--- config.mk ---
export PLATFORM = sky130hd
export DESIGN_NAME = gear_n8_r2_p4_edc
export DESIGN_NICKNAME = d
export VERILOG_FILES = /design/src/rtl/gear_pkg.sv /design/src/rtl/gear_err_detect.sv /design/src/rtl/gear_n8_r2_p4_edc.sv
export SDC_FILE = /design/constraint.sdc
export NUM_CORES = 1
export LEC_CHECK = 0
export BUFFER_PORTS_ARGS = -buffer_cell sky130_fd_sc_hd__buf_2
export CAP_MARGIN = 40
export CORE_ASPECT_RATIO = 1.75
export CORE_UTILIZATION = 54
export CTS_BUF_LIST = sky130_fd_sc_hd__clkbuf_8
export CTS_CLUSTER_SIZE = 12
export DETAILED_ROUTE_END_ITERATION = 6
export PLACE_DENSITY_LB_ADDON = 0.08
export SLEW_MARGIN = 20
export SYNTH_ARGS = -nofsm -noshare
export SYNTH_HDL_FRONTEND = slang
export SYNTH_SLANG_ARGS = --single-unit
--- constraint.sdc ---
create_clock -name clk -period 3.2 [get_ports clk]
set_clock_uncertainty 0.15 [all_clocks]
set_input_delay 0.48 -clock clk [delete_from_list [all_inputs] [get_ports clk]]
set_output_delay 0.48 -clock clk [all_outputs]
set_load 0.02 [all_outputs]
--- src/rtl/gear_pkg.sv ---
// gear_pkg: shared constants and FSM state type for GeAr adder support logic.
//   GEAR_N  total adder width
//   GEAR_R  result bits produced per sub-adder
//   GEAR_P  carry-prediction bits per sub-adder
//   GEAR_L  sub-adder length (R + P)
package gear_pkg;

    localparam int GEAR_N = 8;
    localparam int GEAR_R = 2;
    localparam int GEAR_P = 4;
    localparam int GEAR_L = GEAR_R + GEAR_P;

    typedef enum logic [1:0] {
        ST_IDLE    = 2'd0,
        ST_DETECT  = 2'd1,
        ST_CORRECT = 2'd2,
        ST_OUT     = 2'd3
    } state_t;

endpackage

--- src/rtl/gear_err_detect.sv ---
// gear_err_detect: combinational carry-prediction error detector for the
// second sub-adder of a GeAr adder.
//   i_a, i_b  lower L = R+P operand bits (the span of the first sub-adder)
//   o_err     1 when the second sub-adder misses a carry into bit L
// The second sub-adder starts at bit R with carry-in 0. It is wrong exactly
// when bits [R-1:0] generate a carry and every bit in [L-1:R] propagates it.
module gear_err_detect
    import gear_pkg::*;
#(
    parameter int R = GEAR_R,
    parameter int P = GEAR_P
) (
    input  logic [R+P-1:0] i_a,
    input  logic [R+P-1:0] i_b,
    output logic           o_err
);

    localparam int L = R + P;

    logic [R:0] w_lo_sum;
    logic       w_c2;
    logic       w_p;

    assign w_lo_sum = {1'b0, i_a[R-1:0]} + {1'b0, i_b[R-1:0]};
    assign w_c2     = w_lo_sum[R];
    assign w_p      = &(i_a[L-1:R] ^ i_b[L-1:R]);
    assign o_err    = w_c2 & w_p;

endmodule

--- src/rtl/gear_n8_r2_p4_edc.sv ---
// gear_n8_r2_p4_edc: error detection/correction stage behind the 8-bit
// GeAr (N=8, R=2, P=4) approximate adder.
//   clk, rst             clock, synchronous active-high reset
//   in_valid/in_ready    operand + approximate-sum input handshake
//   in1, in2, approx_res operands and upstream approximate sum
//   out_valid/out_ready  result handshake
//   res                  final sum (exact when corrected)
//   err_flag, corrected  per-beat error / correction indication
//   clr_count            synchronous clear of err_count
//   err_count            saturating count of detected errors
module gear_n8_r2_p4_edc
    import gear_pkg::*;
#(
    parameter int CNT_W      = 16,
    parameter bit CORRECT_EN = 1'b1
) (
    input  logic             clk,
    input  logic             rst,
    input  logic             in_valid,
    output logic             in_ready,
    input  logic [7:0]       in1,
    input  logic [7:0]       in2,
    input  logic [8:0]       approx_res,
    output logic             out_valid,
    input  logic             out_ready,
    output logic [8:0]       res,
    output logic             err_flag,
    output logic             corrected,
    input  logic             clr_count,
    output logic [CNT_W-1:0] err_count
);

    localparam logic [GEAR_N-GEAR_L:0] HI_ONE  = 1;
    localparam logic [CNT_W-1:0]       CNT_ONE = 1;

    state_t              r_state;
    state_t              w_next;
    logic [GEAR_L-1:0]   r_a;
    logic [GEAR_L-1:0]   r_b;
    logic [GEAR_N:0]     r_approx;
    logic [GEAR_N:0]     r_res;
    logic                r_err;
    logic                r_corr;
    logic [CNT_W-1:0]    r_cnt;
    logic                w_err;
    logic                w_unused;

    // Operand bits above the first sub-adder never influence the carry error.
    assign w_unused = ^{in1[GEAR_N-1:GEAR_L], in2[GEAR_N-1:GEAR_L]};

    gear_err_detect #(
        .R (GEAR_R),
        .P (GEAR_P)
    ) u_detect (
        .i_a   (r_a),
        .i_b   (r_b),
        .o_err (w_err)
    );

    always_comb begin
        w_next = r_state;
        case (r_state)
            ST_IDLE:    if (in_valid) w_next = ST_DETECT;
            ST_DETECT:  w_next = (w_err && CORRECT_EN) ? ST_CORRECT : ST_OUT;
            ST_CORRECT: w_next = ST_OUT;
            ST_OUT:     if (out_ready) w_next = ST_IDLE;
            default:    w_next = ST_IDLE;
        endcase
    end

    always_ff @(posedge clk) begin
        if (rst) begin
            r_state  <= ST_IDLE;
            r_a      <= '0;
            r_b      <= '0;
            r_approx <= '0;
            r_res    <= '0;
            r_err    <= 1'b0;
            r_corr   <= 1'b0;
        end else begin
            r_state <= w_next;
            case (r_state)
                ST_IDLE: begin
                    if (in_valid) begin
                        r_a      <= in1[GEAR_L-1:0];
                        r_b      <= in2[GEAR_L-1:0];
                        r_approx <= approx_res;
                    end
                end
                ST_DETECT: begin
                    r_res  <= r_approx;
                    r_err  <= w_err;
                    r_corr <= 1'b0;
                end
                ST_CORRECT: begin
                    // Only the missed carry into bit L is wrong; the exact
                    // sum never exceeds 0x1FE so the upper field cannot wrap.
                    r_res[GEAR_N:GEAR_L] <= r_approx[GEAR_N:GEAR_L] + HI_ONE;
                    r_corr               <= 1'b1;
                end
                default: ;
            endcase
        end
    end

    // Clear takes priority over a coincident increment.
    always_ff @(posedge clk) begin
        if (rst || clr_count) begin
            r_cnt <= '0;
        end else if (r_state == ST_DETECT && w_err && !(&r_cnt)) begin
            r_cnt <= r_cnt + CNT_ONE;
        end
    end

    assign in_ready  = (r_state == ST_IDLE) && !rst;
    assign out_valid = (r_state == ST_OUT);
    assign res       = r_res;
    assign err_flag  = r_err;
    assign corrected = r_corr;
    assign err_count = r_cnt;

endmodule
==> results_dict.tcl, run 1 <==
set metrics [dict create \
    critical-path-max-stage-delay_ns 0.52 \
    yosysWarnings 0 \
    postRouteAntennaNets 0 \
    grt_pass1_vias 1768 \
    synth_area_mm2 0.00220 \
    ys_seq_area_share_pct 45.5 \
    rsz0062_at_grt "no" \
    ios 59 \
    synth_xor_xnor_area_share_pct 2.78 \
    path_max_fanout 19 \
    antenna_found_initial 0 \
    vdd_drop_max_v 0.000605 \
    cp_cell_sequence "ha_1, a31oi_1, or3_1, a211o_4, or4_1, a21oi_1" \
    leakagePower_nw 1.09 \
    path_class "reg -> reg" \
    dieWidth_um 50.3 \
    critPathArrivalTime_ns 2.60 \
    routedWlPerCell_um 12.2 \
    start_kind "register" \
    yosysUniqueCellTypes 37 \
    dieArea_mm2 0.00435 \
    fin_util_pct 65.7 \
    syn_area_per_cell_um2 8.50 \
    maxCapViolCount 0 \
    slowest_stage "or4_1" \
    synth_cells 259 \
    worstPathRequired_ns 3.29 \
    grt_pass1_wl_um 7420 \
    synth_top_cell_area_share_pct 45.5 \
    numPortBuffers 54 \
    die_y_um 86.5 \
    post_cts_buffers 0 \
    synth_edf_count 0 \
    synth_top_family_by_area "simple AND/OR/NAND/NOR gates" \
    synth_flop_cell "dfxtp_1" \
    ctsHoldBuffers 0 \
    stdcell_count 356 \
    rows 30 \
    clkSinkCount 50 \
    status "finished clean" \
    first_pass_iters 4 \
    yosys.area_share.simple_pct 21.8 \
    hold_viol 0 \
    synth-seq-cells 50 \
    wirelength_um 4330 \
    synth_compound_area_share_pct 16.3 \
    cts_root_buf "clkbuf_8" \
    h-tree-depth 2 \
    grt_max_degree 39 \
    ctsResizeCount 0 \
    track_usage_pct 22.1 \
    hp-class "in -> reg" \
    clk_path_buf_depth 2 \
    clock_latency_ns 0.30 \
    worst_slew_margin_rel_pct 51.2 \
    vias_per_cell 5.41 \
    final.min_clock_period_ns 2.51 \
    layout.nets 345 \
    slew_violations 0 \
    crit_buf_inv 0 \
    cts_buffers 5 \
    yosysTopAreaCell "dfxtp_1" \
    area_delta_synth_final_pct 16.5 \
    finalSetupTns_ns 0 \
    setup_viol 0 \
    initial_core_util_pct 56.4 \
    coreArea_mm2 0.00390 \
    whs_ns 0.253 \
    synth_fa_ha_area_share_pct 4.55 \
    mostFrequentLayoutCell "buf_2" \
    dr_total_vias 1926 \
    fmax_mhz 398 \
    layout-drive-gt1-share_pct 21.4 \
    endpoint_kind "register" \
    p_per_area_mw_per_mm2 623 \
    fin_area_mm2 0.00257 \
    place_congestion 0.752 \
    clk_pin_slew_ns 0.09 \
    finalCritPeriodShare_pct 78.5 \
    synth_nets 297 \
    synthMuxAreaShare_pct 5.00 \
    cts_tree "built" \
    fill_cells 389 \
    diodes 0 \
    dp_hpwl_um 3200 \
    drtIter0Drc 19 \
    synth.area.top_cells "dfxtp_1 (45%), nand2_1 (9.0%), a21oi_1 (7.3%), mux2i_1 (5.0%), ha_1 (4.5%)" \
    path_delay_family "simple AND/OR/NAND/NOR gates" \
    place_inst 348 \
    tightestPinTransition_ns 0.726 \
    final_cell_mix "buf_2 (54), nand2_1 (53), dfxtp_1 (50)" \
    gr-total-overflow 0 \
    place_area_mm2 0.00247 \
    synth-async-reset-ratio_pct 0 \
    drc 0 \
]
## through the flow
step	worst slack, ns	power [mW]
6_report	0.686	1.60
5_1_grt	0.596	1.71
4_1_cts	0.674	1.62
3_5_place_dp	0.688	1.25
3_3_place_gp	0.731	1.24
2_1_floorplan	0.865	1.14
## final cells by class
type                    instances  area [um2]  area share, %
clock inverters                 2        8.76          0.341
flip-flops and latches         50        1000           39.0
clock buffers                   6        82.6           3.22
well taps                      48        60.1           2.34
inverters                       7        26.3           1.02
repair buffers                 55         278           10.8
multi-input cells             188        1110           43.2
## Yosys cell counts, types with 3 or more instances
cell	n
nand2_1	53
inv_1	7
nor2_1	21
nand4_1	4
dfxtp_1	50
nand3_1	7
a21oi_1	32
or4_1	3
mux2i_1	11
ha_1	8
xor2_1	4
o21ai_0	7
o31ai_1	3
a211oi_1	4
clkbuf_1	9
xnor2_1	3
or3_1	8
## per-layer routing
layer,track usage [%],wire length (um),up-vias
li1,-,-,987
met1,21.0,1640,899
met2,43.5,2480,34
met3,5.09,141,6
met4,8.57,73,0
met5,0,0,-
## worst paths after layout
kind	end	from	slack, ns	depth (start not counted)
max	err_count[13]$_SDFFE_PP0P_	r_a[1]$_SDFFE_PP0P_	0.69	6
min	r_approx[3]$_SDFFE_PP0P_	approx_res[3]	0.25	3
max reg2reg	err_count[13]$_SDFFE_PP0P_	r_a[1]$_SDFFE_PP0P_	0.69	6
min reg2reg	r_a[0]$_SDFFE_PP0P_	r_a[0]$_SDFFE_PP0P_	0.31	2
## cells by family after synthesis
kind of cell	count (synthesis)
AO/OA/AOI/OAI	56
XOR/XNOR	7
buffers and inverters	21
adder cells (fa/ha/maj)	8
AND/OR/NAND/NOR	106
multiplexers	11
flip-flops	50
## report_power, final
group          total (mW)  switching, mW  internal (mW)
Combinational       0.474          0.284          0.190
Sequential          0.756         0.0511          0.705
Clock               0.370          0.198          0.171
Total                1.60          0.533           1.07
## worst register-to-register path: cells and delay by family, from the launching register on
family | cells | cell delay, ns
and+or+nand+nor | 2 | 1.04
AOI/OAI and AO/OA | 3 | 0.66
DFF | 1 | 0.32
adders and majority gates | 1 | 0.28
## flip-flops by register name, summed over array words and instances, names as in the netlist
register   flops
res            9
r_state        2
r_a            6
err_flag       1
r_b            6
r_approx       9
err_count     16
corrected      1
(Power assumes the default switching activity.)
==> run 2, diff against run 1 <==
==> constraint.sdc (replaced) <==
create_clock -name clk -period 2.6 [get_ports clk]
set_clock_uncertainty 0.15 [all_clocks]
set_input_delay 0.39 -clock clk [delete_from_list [all_inputs] [get_ports clk]]
set_output_delay 0.39 -clock clk [all_outputs]
set_load 0.02 [all_outputs]
==> run 2 against run 1 <==
Effect of this change: core utilization is 1.0 points higher; routed wire length is 1.2% higher; fmax is 5.3% higher; critical path type unchanged; die area stayed put; highest routed layer unchanged; final cell count is 1.4% higher; first-iteration DRC count is 53% higher.
==> results_dict.tcl, run 2 (synthesis gave the netlist of run 1 again) <==
set metrics [dict create \
    status "finished clean" \
    post_cts_buffers 0 \
    leakagePower_nw 1.11 \
    antenna_found_initial 0 \
    seq_area_mm2 0.00100 \
    multi_input_area_mm2 0.00111 \
    clkSinkCount 50 \
    fin_util_pct 66.8 \
    clock_latency_ns 0.31 \
    gr-total-overflow 0 \
    cts_buffers 5 \
    place_ws_ns 0.220 \
    whs_ns 0.158 \
    first_pass_iters 4 \
    area_delta_synth_final_pct 18.4 \
    final.min_clock_period_ns 2.39 \
    path_max_fanout 19 \
    layout.nets 350 \
    hp-class "in -> reg" \
    rows 30 \
    drtIter0Drc 29 \
    fmax_mhz 419 \
    track_usage_pct 21.7 \
    finalSetupTns_ns 0 \
    die_y_um 86.5 \
    path_class "reg -> reg" \
    worst_slew_margin_rel_pct 52.1 \
    final_cell_mix "buf_2 (54), nand2_1 (53), dfxtp_1 (50)" \
    dieWidth_um 50.3 \
    grt_use_met1_pct 21.3 \
    use_met3_pct 4.21 \
    dieArea_mm2 0.00435 \
    grt_max_degree 36 \
    hold_viol 0 \
    start_kind "register" \
    layout-drive-gt1-share_pct 23.0 \
    initial_core_util_pct 56.4 \
    place_congestion 0.702 \
    endpoint_kind "register" \
    clk_path_buf_depth 2 \
    cts_tree "built" \
    h-tree-depth 2 \
    dr_total_vias 1913 \
    fill_cells 392 \
    critPathArrivalTime_ns 2.48 \
    maxCapViolCount 0 \
    grt_pass1_vias 1731 \
    ios 59 \
    cts_root_buf "clkbuf_8" \
    dp_hpwl_um 3210 \
    setup_ws_ns 0.213 \
    tightestPinTransition_ns 0.718 \
    coreArea_mm2 0.00390 \
    setup_viol 0 \
    numPortBuffers 54 \
    drc 0 \
    routedWlPerCell_um 12.1 \
    slew_violations 0 \
    grt.met2_usage_pct 41.2 \
    clk_pin_slew_ns 0.10 \
    largest_reg_flops 16 \
    ctsHoldBuffers 0 \
    grt_pass1_wl_um 7270 \
    vdd_drop_max_v 0.000598 \
    postRouteAntennaNets 0 \
    vias_per_cell 5.30 \
    p_per_area_mw_per_mm2 762 \
    rsz0062_at_grt "no" \
    wirelength_um 4380 \
    ctsResizeCount 0 \
    worstPathRequired_ns 2.69 \
    diodes 0 \
    finalCritPeriodShare_pct 91.8 \
    grt.busiest_layer "met2" \
    mostFrequentLayoutCell "buf_2" \
]
run 2: final cells by class:
cell class	instances	share of cell area, %
repair buffers	60	12.1
flip-flops and latches	50	38.4
multi-input cells	188	42.6
clock inverters	3	0.960
inverters	7	1.01
clock buffers	5	2.64
well taps	48	2.30
run 2: final timing paths:
path         slack [ns]                    endpoint  cells after the start                     start
min                0.16    r_approx[0]$_SDFFE_PP0P_                      3             approx_res[0]
max reg2reg        0.21  err_count[13]$_SDFFE_PP0P_                      6       r_b[1]$_SDFFE_PP0P_
max                0.21  err_count[13]$_SDFFE_PP0P_                      6       r_b[1]$_SDFFE_PP0P_
min reg2reg        0.31    r_approx[2]$_SDFFE_PP0P_                      2  r_approx[2]$_SDFFE_PP0P_
run 2: through the flow:
| step | total power, mW | instance area, um2 | std cells |
|---|---|---|---|
| floorplan | 1.40 | 2200 | 259 |
| global placement | 1.53 | 2510 | 353 |
| detailed placement | 1.55 | 2510 | 353 |
| CTS | 2.01 | 2610 | 361 |
| global route | 2.12 | 2610 | 361 |
| finish | 1.99 | 2610 | 361 |
run 2: critical path, cell delays in order, from the launching register on:
cell	delay (ns)
dfxtp_1	0.32
ha_1	0.27
a31oi_1	0.08
or3_1	0.43
a211o_4	0.42
or4_1	0.51
a21oi_1	0.14
run 2: report_power, final:
part           internal (mW)  switching [mW]
sequential             0.868          0.0610
clock                  0.195           0.272
combinational          0.236           0.355
total                   1.30           0.688
run 2: per-layer routing:
metal	up-vias	routed length [um]
li1	1000	-
met1	866	1790
met2	40	2390
met3	7	125
met4	0	85
met5	-	0
==> run 3, diff against run 2 <==
--- a/config.mk
+++ b/config.mk
@@ -16,4 +16,5 @@
 export SLEW_MARGIN = 20
 export SYNTH_ARGS = -nofsm -noshare
 export SYNTH_HDL_FRONTEND = slang
+export SYNTH_HIERARCHICAL = 1
 export SYNTH_SLANG_ARGS = --single-unit
==> run 3 against run 2 <==
Effect of this change: final cell count grew 0.83%; count of clock-buffer cells in the layout is the same; power shrank 2.6%; routed wire length grew 13%; critical path depth grew 1; sequential power is essentially flat; synthesized cell count grew 1.2%; critical endpoint is now err_count[9]$_SDFFE_PP0P_; highest routed layer unchanged.
==> results_dict.tcl, run 3 <==
set metrics [dict create \
    start_kind "register" \
    cts_tree "built" \
    synth_top_family_by_area "simple AND/OR/NAND/NOR gates" \
    finalSetupTns_ns 0 \
    p_sw_share_pct 34.1 \
    hold_viol 0 \
    maxCapViolCount 0 \
    path_max_fanout 9 \
    synth_edf_count 0 \
    ctsResizeCount 0 \
    timing.rr.start "r_a[1]$_SDFFE_PP0P_" \
    slew_violations 0 \
    synth_top_cell_area_share_pct 44.5 \
    synth_fa_ha_area_share_pct 4.45 \
    clock_latency_ns 0.30 \
    coreArea_mm2 0.00394 \
    clkSinkCount 50 \
    pwr-share-comb_pct 30.2 \
    drc 0 \
    vias_per_cell 5.66 \
    area_delta_synth_final_pct 17.5 \
    synth.area.top_cells "dfxtp_1 (45%), nand2_1 (8.8%), a21oi_1 (6.2%), mux2i_1 (5.3%), ha_1 (4.5%)" \
    final.min_clock_period_ns 2.37 \
    yosysWarnings 6 \
    fmax_mhz 422 \
    p_clk_share_pct 21.6 \
    critPathArrivalTime_ns 2.40 \
    setup_ws_ns 0.232 \
    tightestPinTransition_ns 0.726 \
    layout-drive-gt1-share_pct 24.1 \
    layout.nets 354 \
    diodes 0 \
    clk_pin_slew_ns 0.09 \
    ios 59 \
    numPortBuffers 54 \
    place_ws_ns 0.248 \
    grt_pass1_vias 1840 \
    post_cts_buffers 0 \
    place_congestion 0.803 \
    hp-class "in -> reg" \
    wirelength_um 4930 \
    rsz0062_at_grt "no" \
    multi_input_area_mm2 0.00117 \
    yosysMostFrequentCell "nand2_1" \
    first_pass_iters 4 \
    mostFrequentLayoutCell "buf_2" \
    cts_root_buf "clkbuf_8" \
    status "finished clean" \
    clk_path_buf_depth 2 \
    endpoint_kind "register" \
    synthMuxAreaShare_pct 5.34 \
    setup_viol 0 \
    rows 30 \
    regToRegSetupSlack_ns 0.23 \
    cts_buffers 5 \
    ys_seq_area_share_pct 44.5 \
    synth_xor_xnor_area_share_pct 2.34 \
    postRouteAntennaNets 0 \
    h-tree-depth 2 \
    power_frac_seq_pct 48.2 \
    synth-async-reset-ratio_pct 0 \
    vdd_drop_max_v 0.000636 \
    critPathLaunch "r_a[1]$_SDFFE_PP0P_" \
    p_switching_uw 659 \
    yosys.area_share.simple_pct 25.3 \
    final_cell_mix "buf_2 (54), nand2_1 (53), dfxtp_1 (50)" \
    whs_ns 0.168 \
    ff2ff_path_depth 7 \
    dr_total_vias 2062 \
    synth_area_mm2 0.00225 \
    drtIter0Drc 31 \
    largest_reg_flops 16 \
    synth_compound_area_share_pct 14.9 \
    grt_pass1_wl_um 8130 \
    synth_cells 262 \
    grt_max_degree 41 \
    routedWlPerCell_um 13.5 \
    ctsHoldBuffers 0 \
    syn_area_per_cell_um2 8.58 \
    internal_power_mw 1.28 \
    worstSetupEndpoint "err_count[9]$_SDFFE_PP0P_" \
    worst_slew_margin_rel_pct 51.6 \
    worstPathRequired_ns 2.63 \
    antenna_found_initial 0 \
    synth_nets 300 \
    yosysUniqueCellTypes 42 \
    r2r-end "err_count[9]$_SDFFE_PP0P_" \
    seq_area_mm2 0.00100 \
    path_class "reg -> reg" \
    synth_top_cells_by_count "nand2_1 (53), dfxtp_1 (50), a21oi_1 (28)" \
    finalCritPeriodShare_pct 91.1 \
    dp_hpwl_um 3600 \
    fin_util_pct 67.0 \
    dieWidth_um 50.8 \
    fill_cells 394 \
    p_per_area_mw_per_mm2 732 \
    gr-total-overflow 0 \
    leakagePower_nw 1.13 \
    dieArea_mm2 0.00444 \
    yosysTopAreaCell "dfxtp_1" \
    die_y_um 87.4 \
    synth_flop_cell "dfxtp_1" \
    synth-seq-cells 50 \
    track_usage_pct 24.5 \
    initial_core_util_pct 57.0 \
]
run 3: area by class of cell:
| cell class | count | area share (%) |
|---|---|---|
| Multi-Input combinational cell | 193 | 44.5 |
| Inverter | 8 | 1.14 |
| Tap cell | 48 | 2.27 |
| Clock buffer | 5 | 2.60 |
| Sequential cell | 50 | 37.9 |
| Clock inverter | 2 | 0.284 |
| Timing Repair Buffer | 58 | 11.4 |
run 3: kinds of logic after synthesis:
logic type               after synthesis
multiplexers                          12
AND/OR/NAND/NOR                      113
buffers and inverters                 19
adder cells (fa/ha/maj)                8
flip-flops                            50
XOR/XNOR                               6
AO/OA/AOI/OAI                         54
run 3: critical path: stages (launching register included):
cell	delay, ns
dfxtp_1	0.32
ha_1	0.28
a31oi_1	0.10
nor2_1	0.21
nand2_2	0.16
or4_4	0.58
o311ai_0	0.30
o41ai_1	0.14
run 3: how the worst min path moves through the flow:
stage,from,to,slack [ns],cells past startpoint
after floorplan,r_approx[0]$_SDFFE_PP0P_,r_approx[0]$_SDFFE_PP0P_,0.29,2
after global placement,r_approx[2]$_SDFFE_PP0P_,r_approx[2]$_SDFFE_PP0P_,0.29,2
after detailed placement,r_approx[4]$_SDFFE_PP0P_,r_approx[4]$_SDFFE_PP0P_,0.30,2
after CTS,in2[2],r_b[2]$_SDFFE_PP0P_,0.16,3
after global routing,in1[0],r_a[0]$_SDFFE_PP0P_,0.16,3
final,in1[2],r_a[2]$_SDFFE_PP0P_,0.17,3
run 3: layer usage:
| metal | up-vias | wire length [um] | GRT usage, % |
|---|---|---|---|
| met1 | 957 | 1870 | 24.4 |
| met2 | 66 | 2670 | 45.1 |
| met5 | - | 0 | 0 |
| li1 | 1025 | - | - |
| met3 | 14 | 224 | 6.11 |
| met4 | 0 | 159 | 12.9 |
run 3: per-stage QoR:
stage	std cells	total power [mW]	instance area, um2
6_report	364	1.94	2640
3_5_place_dp	357	1.54	2570
5_1_grt	364	2.07	2640
2_1_floorplan	262	1.39	2250
3_3_place_gp	357	1.53	2570
4_1_cts	364	1.96	2640
run 3: power by group through the flow:
stage	clock network (mW)	registers [mW]	logic (mW)
2_1_floorplan	0	0.967	0.427
3_3_place_gp	0	0.947	0.581
3_5_place_dp	0	0.951	0.592
4_1_cts	0.431	0.933	0.593
5_1_grt	0.467	0.946	0.656
6_report	0.418	0.932	0.585
